`src/rtl/aem_pkg.sv`:
```
// Shared types and helpers for the approximate-adder error monitor.
package aem_pkg;

    localparam int AEM_N = 16;
    localparam int ED_W  = AEM_N + 1;

    typedef enum logic [1:0] {
        ST_IDLE,
        ST_RUN,
        ST_DRAIN,
        ST_DONE
    } aem_state_e;

    // Operands are pre-extended to 64 bits; accumulators stay well below that width.
    function automatic logic signed [63:0] sat_add(input logic signed [63:0] a,
                                                   input logic signed [63:0] b,
                                                   input logic signed [63:0] lo,
                                                   input logic signed [63:0] hi);
        logic signed [63:0] s;
        s = a + b;
        if (s > hi) return hi;
        if (s < lo) return lo;
        return s;
    endfunction

    function automatic logic sat_ovf(input logic signed [63:0] a,
                                     input logic signed [63:0] b,
                                     input logic signed [63:0] lo,
                                     input logic signed [63:0] hi);
        logic signed [63:0] s;
        s = a + b;
        return (s > hi) || (s < lo);
    endfunction

endpackage

```
`src/rtl/aem_ed_calc.sv`:
```
// Exact sum and error distance for one sample; AEM_BIAS_EN adds the signed difference.
module aem_ed_calc #(
    parameter int N = 16
) (
    input  logic [N-1:0]      op_a,
    input  logic [N-1:0]      op_b,
    input  logic [N-1:0]      approx_sum,
    input  logic              approx_co,
`ifdef AEM_BIAS_EN
    output logic signed [N+1:0] diff,
`endif
    output logic [N:0]        ed
);

    logic [N:0] exact;
    logic [N:0] approx;

    assign exact  = {1'b0, op_a} + {1'b0, op_b};
    assign approx = {approx_co, approx_sum};
    assign ed     = (exact >= approx) ? (exact - approx) : (approx - exact);

`ifdef AEM_BIAS_EN
    assign diff = $signed({1'b0, approx}) - $signed({1'b0, exact});
`endif

endmodule

```
`src/rtl/approx_error_monitor.sv`:
```
// Windowed error statistics for an approximate adder; AEM_BIAS_EN adds a signed
// bias accumulator output (err_bias).
module approx_error_monitor
    import aem_pkg::*;
#(
    parameter int N      = AEM_N,
    parameter int WINDOW = 1024,
    parameter int ACC_W  = 40,
    parameter int CNT_W  = $clog2(WINDOW + 1)
) (
    input  logic             clk,
    input  logic             rst,
    input  logic             start,
    input  logic             clear,
    input  logic             in_valid,
    output logic             in_ready,
    input  logic [N-1:0]     op_a,
    input  logic [N-1:0]     op_b,
    input  logic [N-1:0]     approx_sum,
    input  logic             approx_co,
    output logic             busy,
    output logic             done,
    output logic [CNT_W-1:0] sample_cnt,
    output logic [CNT_W-1:0] err_cnt,
    output logic [ACC_W-1:0] ed_sum,
    output logic [N:0]       ed_max,
`ifdef AEM_BIAS_EN
    output logic signed [ACC_W:0] err_bias,
`endif
    output logic             sat
);

    localparam int EW = N + 1;
    localparam logic signed [63:0] ACC_MAX = (64'sd1 <<< ACC_W) - 64'sd1;

    aem_state_e       state_q, state_d;
    logic [CNT_W-1:0] acc_q, acc_d;
    logic [2:1]       vld_pipe_q;
    logic             fire, zero_stats;

    logic [EW-1:0]    ed_c, ed_q;
    logic [CNT_W-1:0] cnt_q, cnt_d, err_q, err_d;
    logic [ACC_W-1:0] sum_q, sum_d;
    logic [EW-1:0]    max_q, max_d;
    logic             sat_q, sat_d;

`ifdef AEM_BIAS_EN
    localparam logic signed [63:0] BIAS_MAX = (64'sd1 <<< ACC_W) - 64'sd1;
    localparam logic signed [63:0] BIAS_MIN = -(64'sd1 <<< ACC_W);
    logic signed [EW:0]    diff_c, diff_q;
    logic signed [ACC_W:0] bias_q, bias_d;
`endif

    assign in_ready = (state_q == ST_RUN) && (acc_q < CNT_W'(WINDOW));
    assign fire     = in_valid && in_ready;
    assign busy     = (state_q == ST_RUN) || (state_q == ST_DRAIN);
    assign done     = (state_q == ST_DONE);

    aem_ed_calc #(.N(N)) u_ed_calc (
        .op_a       (op_a),
        .op_b       (op_b),
        .approx_sum (approx_sum),
        .approx_co  (approx_co),
`ifdef AEM_BIAS_EN
        .diff       (diff_c),
`endif
        .ed         (ed_c)
    );

    always_ff @(posedge clk or posedge rst) begin
        if (rst) begin
            state_q <= ST_IDLE;
            acc_q   <= '0;
        end else begin
            state_q <= state_d;
            acc_q   <= acc_d;
        end
    end

    // clear overrides every state transition, including a simultaneous start.
    always_comb begin
        state_d    = state_q;
        acc_d      = acc_q;
        zero_stats = 1'b0;
        if (clear) begin
            state_d    = ST_IDLE;
            acc_d      = '0;
            zero_stats = 1'b1;
        end else begin
            case (state_q)
                ST_IDLE, ST_DONE: if (start) begin
                    state_d    = ST_RUN;
                    acc_d      = '0;
                    zero_stats = 1'b1;
                end
                ST_RUN: if (fire) begin
                    acc_d = acc_q + CNT_W'(1);
                    if (acc_q == CNT_W'(WINDOW - 1)) state_d = ST_DRAIN;
                end
                ST_DRAIN: if (vld_pipe_q == '0) state_d = ST_DONE;
                default: state_d = ST_IDLE;
            endcase
        end
    end

    always_comb begin
        cnt_d = cnt_q;
        err_d = err_q;
        sum_d = sum_q;
        max_d = max_q;
        sat_d = sat_q;
`ifdef AEM_BIAS_EN
        bias_d = bias_q;
`endif
        if (zero_stats) begin
            cnt_d = '0;
            err_d = '0;
            sum_d = '0;
            max_d = '0;
            sat_d = 1'b0;
`ifdef AEM_BIAS_EN
            bias_d = '0;
`endif
        end else if (vld_pipe_q[1]) begin
            cnt_d = cnt_q + CNT_W'(1);
            err_d = err_q + CNT_W'(ed_q != '0);
            sum_d = ACC_W'(sat_add(64'(sum_q), 64'(ed_q), 64'sd0, ACC_MAX));
            sat_d = sat_q | sat_ovf(64'(sum_q), 64'(ed_q), 64'sd0, ACC_MAX);
            max_d = (ed_q > max_q) ? ed_q : max_q;
`ifdef AEM_BIAS_EN
            bias_d = (ACC_W+1)'(sat_add(64'(bias_q), 64'(diff_q), BIAS_MIN, BIAS_MAX));
`endif
        end
    end

    always_ff @(posedge clk or posedge rst) begin
        if (rst) begin
            vld_pipe_q <= '0;
            ed_q       <= '0;
            cnt_q      <= '0;
            err_q      <= '0;
            sum_q      <= '0;
            max_q      <= '0;
            sat_q      <= 1'b0;
`ifdef AEM_BIAS_EN
            diff_q     <= '0;
            bias_q     <= '0;
`endif
        end else begin
            vld_pipe_q <= clear ? 2'b00 : {vld_pipe_q[1], fire};
            if (fire) ed_q <= ed_c;
            cnt_q      <= cnt_d;
            err_q      <= err_d;
            sum_q      <= sum_d;
            max_q      <= max_d;
            sat_q      <= sat_d;
`ifdef AEM_BIAS_EN
            if (fire) diff_q <= diff_c;
            bias_q     <= bias_d;
`endif
        end
    end

    assign sample_cnt = cnt_q;
    assign err_cnt    = err_q;
    assign ed_sum     = sum_q;
    assign ed_max     = max_q;
    assign sat        = sat_q;
`ifdef AEM_BIAS_EN
    assign err_bias   = bias_q;
`endif

endmodule
```
`config.mk`:
```
export PLATFORM = sky130hd
export DESIGN_NAME = approx_error_monitor
export DESIGN_NICKNAME = d
export VERILOG_FILES = /design/src/rtl/aem_pkg.sv /design/src/rtl/aem_ed_calc.sv /design/src/rtl/approx_error_monitor.sv
export SDC_FILE = /design/constraint.sdc
export NUM_CORES = 1
export LEC_CHECK = 0
export BUFFER_PORTS_ARGS = -buffer_cell sky130_fd_sc_hd__buf_2
export CAP_MARGIN = 20
export CORE_ASPECT_RATIO = 1.5
export CORE_MARGIN = 2
export CORE_UTILIZATION = 55
export CTS_BUF_LIST = sky130_fd_sc_hd__clkbuf_16
export DETAILED_ROUTE_END_ITERATION = 8
export PLACE_DENSITY = 0.77
export SETUP_SLACK_MARGIN = 0.05
export SLEW_MARGIN = 15
export SYNTH_ARGS = -nofsm -noshare
export SYNTH_HDL_FRONTEND = slang
export SYNTH_HIERARCHICAL = 1
export SYNTH_SLANG_ARGS = --single-unit
```
`constraint.sdc`:
```
create_clock -name clk -period 9.4 [get_ports clk]
set_clock_uncertainty 0.15 [all_clocks]
set_input_delay 1.88 -clock clk [delete_from_list [all_inputs] [get_ports clk]]
set_output_delay 1.88 -clock clk [all_outputs]
set_load 0.02 [all_outputs]
```
Yosys cells after proc, flatten, opt, wreduce, memory -nomap -nowiden

Cells that the tools add are included.
Widths: inputs -> output; s select.

Reduce and logical (&&, ||, !) cells: 14
Eq/ne operators: 8
$add $sub $neg: 7
Mux-type cells: 37
Shift-type cells: 0
Divide/modulo/power cells: 0
Bitwise gates (word level): 1
$lt $le $gt $ge: 5
$mul: 0

Operator list:

| operator              | number |
|---|---|
| $mux 40               | 6 |
| $mux 11               | 7 |
| $mux 17               | 4 |
| $add 40x17->41        | 1 |
| $gt 41x40->1 const B  | 1 |
| $lt 41x1->1 const B   | 1 |
| $sub 17x17->17        | 2 |
| $add 11x1->11 const B | 2 |
| $pmux 11 s2           | 1 |
| $add 16x16->17        | 1 |
| $ge 17x17->1          | 1 |
| $gt 17x17->1          | 1 |
| $reduce_bool 17->1    | 1 |
| $mux 1                | 12 |
| $mux 2                | 6 |
| $add 11x1->11         | 1 |
| $eq 11x10->1 const B  | 1 |
| $lt 11x11->1 const B  | 1 |
| $ne 3x2->1 const B    | 2 |
| $ne 3x3->1 const B    | 2 |
| $pmux 2 s3            | 1 |
| $eq 2x2->1 const B    | 2 |
| $logic_not 2->1       | 2 |
| $reduce_and 4->1      | 1 |
| 9 further kinds       | 12 |

Latch bits: 0
Logic and storage cells: 81
Register bits: 112
Memory bits (writable): 0
Memories kept: 0
Bits of input ports: 54
Bits in read-only memories: 0
Output and inout port bits: 83

Logic depth before layout (Yosys ltp)

Word-level depth: 12
Depth in mapped cells: 20
Mapped depth without buffers: 20

Hierarchy

Netlist, hierarchy kept.

Modules (own cells, without submodules):

| module               | cells an instance | times used | area an instance (µm²) | sequential area each (µm²) |
|---|---|---|---|---|
| approx_error_monitor | 681               | 1          | 6523.8                 | 2802.7 |
| aem_ed_calc          | 327               | 1          | 2396.0                 | 0.0 |

Least setup slack after synthesis

Ideal clock, no wire load.

Path type: input -> register
Start point: input op_a[0]
End point: register ed_q[15]
Path buffers: 1
Arrival time: 5755 ps
Stages on the path: 18
Path slack: 3370 ps
Setup time: 125 ps
Data required time: 9125 ps
Cells stage by stage: ha_1 > fa_1 > a21o_1 > a21oi_1 > o21bai_1 > a21oi_1 > nor2_1 > o31ai_1 > xnor2_1 > ha_1 > buf_4 > nand4_1 > or4_4 > o221ai_4 > mux2_4 > a31o_1 > xor2_1 > mux2_2

Cells in the longest elaborated chain, start to end: 3
Elaborated cells between the ends (all ways): 5
Those cells by class: add/sub (3); order compare (1); mux (1)

Ends and longest elaborated chain:

| element                                               | line                        | source |
|---|---|---|
| start: declaration                                    | approx_error_monitor.sv:17  | `input logic [N-1:0] op_a,` |
| $add 16x16->17 (*)                                    | aem_ed_calc.sv:18           | `assign exact = {1'b0, op_a} + {1'b0, op_b};` |
| $sub 17x17->17 / $ge 17x17->1 (equally long branches) | aem_ed_calc.sv:20           | `assign ed = (exact >= approx) ? (exact - approx) : (approx - exact);` |
| $mux 17 (*)                                           | aem_ed_calc.sv:20           |  |
| net ed_c[15]                                          | approx_error_monitor.sv:41  | `logic [EW-1:0] ed_c, ed_q;` |
| end signal: assignment                                | approx_error_monitor.sv:139 | `ed_q <= '0;` |
| end signal: assignment                                | approx_error_monitor.sv:151 | `if (fire) ed_q <= ed_c;` |
| end: declaration                                      | approx_error_monitor.sv:41  |  |

The timed path passes the listed nets; every way through them passes the cells marked *.
A chain may end at the register's enable or synchronous reset.

Worst setup path in the final report

Ends and elaborated chain as after synthesis.

==> results.json <==
{
  "drv_cap": 0,
  "ctsHtreeMaxLevel": 3,
  "critPathMaxFanout": 24,
  "grt_util_met3": 0.0355,
  "cts.sinks": 112,
  "first_pass_iters": 4,
  "drtAntennaViolNets": 0,
  "grt_max_degree": 62,
  "fin_tns_setup_ns": 0,
  "yosys.area_share.simple": 0.163,
  "ir_worst_vdd_uv": 108,
  "drt_wl_total_um": 21200,
  "track_usage": 0.247,
  "grt.overflow.total": 0,
  "arrival_ns": 6.70,
  "synthAdderAreaFrac": 0.135,
  "synth_area_mm2": 0.00892,
  "synth_largest_area_cell": "dfrtp_1",
  "syn_area_per_cell_um2": 8.85,
  "stdcell_count": 1323,
  "synth_most_common_cell": "dfrtp_1",
  "area_growth_pct": 11.6,
  "grt_pass1_vias": 7542,
  "muxShareOfSynthArea": 0.0414,
  "synth_cells": 1008,
  "syn_nets": 1156,
  "hold_viol": 0,
  "seq_area_frac_synth": 0.314,
  "grt_util_met1": 0.287,
  "power.density_mw_per_mm2": 194,
  "synth_cell_types": 74,
  "cts_setup_buffers": 0,
  "die-area_mm2": 0.0173,
  "power.leakage_nw": 4.90,
  "dp.cells": 1310,
  "drc": 0,
  "routabilityCongestion": 0.913,
  "synth_seq_cells": 112,
  "wl_per_cell_um": 16.0,
  "vias_per_cell": 5.89,
  "synthTopCellsByArea": "dfrtp_1 31%, ha_1 13%, a21oi_1 4.3%",
  "fin_crit_ns": 6.60,
  "synth_top_area_share": 0.314,
  "fin_nets": 1263,
  "yosys_warnings": 6,
  "die_w_um": 108,
  "tightest_slew_ns": 0.927,
  "drv_slew": 0,
  "hp-start": "sat$_DFFE_PP0P_",
  "ios": 137,
  "cp-start-kind": "input pin",
  "hold_class": "flop to flop",
  "grt_pass1_wl_um": 35100,
  "drtIter0Drc": 578,
  "start_util": 0.556,
  "crit_type": "input pin to flop",
  "end_kind": "flop",
  "die_y_um": 160,
  "fin_crit_sh": 0.702,
  "status": "finished clean",
  "synth_edf_count": 0,
  "synthTopCellsByCount": "112 x dfrtp_1, 90 x ha_1, 80 x inv_1",
  "cts_tree": "yes",
  "clock-root-buffer": "clkbuf_16",
  "cts.clk_slew.worst_paths_ns": 0.08,
  "timing.rr.start": "ed_q[0]$_DFFE_PP0P_",
  "rsz0062_at_grt": "no",
  "clock_path_buffers": 2,
  "cts_resized": 0,
  "cts_made_buffers": 9,
  "synthFlopType": "dfrtp_1",
  "port_buffers": 136,
  "cp.required_ns": 9.50,
  "rows": 57,
  "busiest_layer": "met2",
  "fin_total_pwr_mw": 1.93,
  "async_flop_share": 1.00,
  "fillers": 1439,
  "setup_viol": 0,
  "synthXorXnorAreaFrac": 0.0658,
  "met2_usage": 0.447,
  "clock_latency_ns": 0.36,
  "relSlewSlack": 0.380,
  "cts_hold_repair.buffers": 0,
  "fmax_mhz": 151,
  "dpl.hpwl_um": 16300,
  "antenna_found_initial": 0,
  "design.core.area_mm2": 0.0160,
  "vias": 7789,
  "n_antenna_cell": 0,
  "synth_top_family_by_area": "compound AO/OA/AOI/OAI gates",
  "synth_compound_area_frac": 0.220,
  "drive_gt1_frac": 0.184,
  "startpoint": "op_a[0]"
}
layout make-up:
type,instances,area [µm²],area share
inverters,81,307,0.0308
repair buffers,141,718,0.0722
clock inverters,4,50.0,0.00503
flip-flops and latches,112,2800,0.282
well taps,206,258,0.0259
clock buffers,9,225,0.0226
multi-input cells,770,5590,0.562
sequential cells by signal (all words and copies together) (netlist names):
name and count:
ed_sum 40, sample_cnt 11, sat 1, ed_q 17
vld_pipe_q 2, err_cnt 11, state_q 2, acc_q 11
ed_max 17
placed cells by master (no fill, tap or decap), types with 6 or more instances in the layout:
master / Yosys / routed
buf_2: 8 / 136
dfrtp_1: 112 / 111
ha_1: 90 / 90
inv_1: 80 / 80
a21oi_1: 77 / 76
nand2_1: 69 / 68
nor2_1: 68 / 68
o21ai_0: 40 / 40
a21o_1: 38 / 38
xor2_1: 35 / 35
nand3_1: 32 / 32
xnor2_1: 32 / 32
nand4_1: 24 / 24
a31oi_1: 22 / 22
o31ai_1: 20 / 20
mux2_2: 19 / 19
and3_1: 15 / 15
nor3_1: 15 / 15
mux2i_1: 14 / 14
o21a_1: 12 / 12
a211oi_1: 10 / 10
and4_1: 9 / 9
and2_1: 9 / 9
clkbuf_16: 0 / 9
nor2b_1: 8 / 8
o21bai_1: 8 / 8
nor4_1: 8 / 8
o21ai_1: 7 / 7
nand2b_1: 6 / 6
stage by stage:
step	setup WS, ns	util	hold WS (ns)	cell area (µm²)
5_1_grt	2.49	0.620	0.418	9950
4_1_cts	2.76	0.620	0.377	9950
6_report	2.80	0.620	0.384	9950
2_1_floorplan	3.37	-	0.348	8920
3_5_place_dp	2.39	0.603	0.358	9680
3_3_place_gp	2.47	0.603	0.345	9680
metal layers:
metal / wire, µm / vias to the layer above
met4: 776 / 0
met2: 11100 / 198
met1: 8540 / 3707
met3: 778 / 48
li1: - / 3836
met5: 0 / -
logic make-up after synthesis:
family | count (synthesis)
AOI/OAI and AO/OA | 288
and+or+nand+nor | 287
buffers and inverters | 126
DFF | 112
adders and majority gates | 94
xor gates and xnor gates | 67
muxes | 34
worst max-delay path, cell delays in order:
cell and delay [ns]:
buf_2 0.10, ha_1 0.21, fa_1 0.41, a21o_1 0.17, a21oi_1 0.22, o21bai_1 0.09
a21oi_1 0.36, nor2_1 0.08, o31ai_1 0.25, xnor2_1 0.13, ha_1 0.47, nand4_1 0.21
or4_4 0.53, o221ai_4 0.62, mux2_4 0.36, a31o_1 0.21, xor2_1 0.13, mux2_2 0.26
worst paths after layout:
kind                                          end  slack, ns  cells past startpoint
max in group asynchronous  ed_sum[25]$_DFFE_PP0P_       6.46                      3
min                               sat$_DFFE_PP0P_       0.38                      2
min in group asynchronous     ed_q[2]$_DFFE_PP0P_       1.47                      2
max                          ed_q[15]$_DFFE_PP0P_       2.80                     18
max reg2reg                ed_sum[33]$_DFFE_PP0P_       5.93                     10
min reg2reg                       sat$_DFFE_PP0P_       0.38                      2
where the power goes:
part / switching, mW / leakage, nW / total, mW / internal [mW]
sequential: 0.0804 / 1.52 / 0.619 / 0.539
clock: 0.171 / 0.135 / 0.373 / 0.202
combinational: 0.549 / 3.24 / 0.936 / 0.387
total: 0.800 / 4.90 / 1.93 / 1.13
Power figures use the tool's default switching activity.
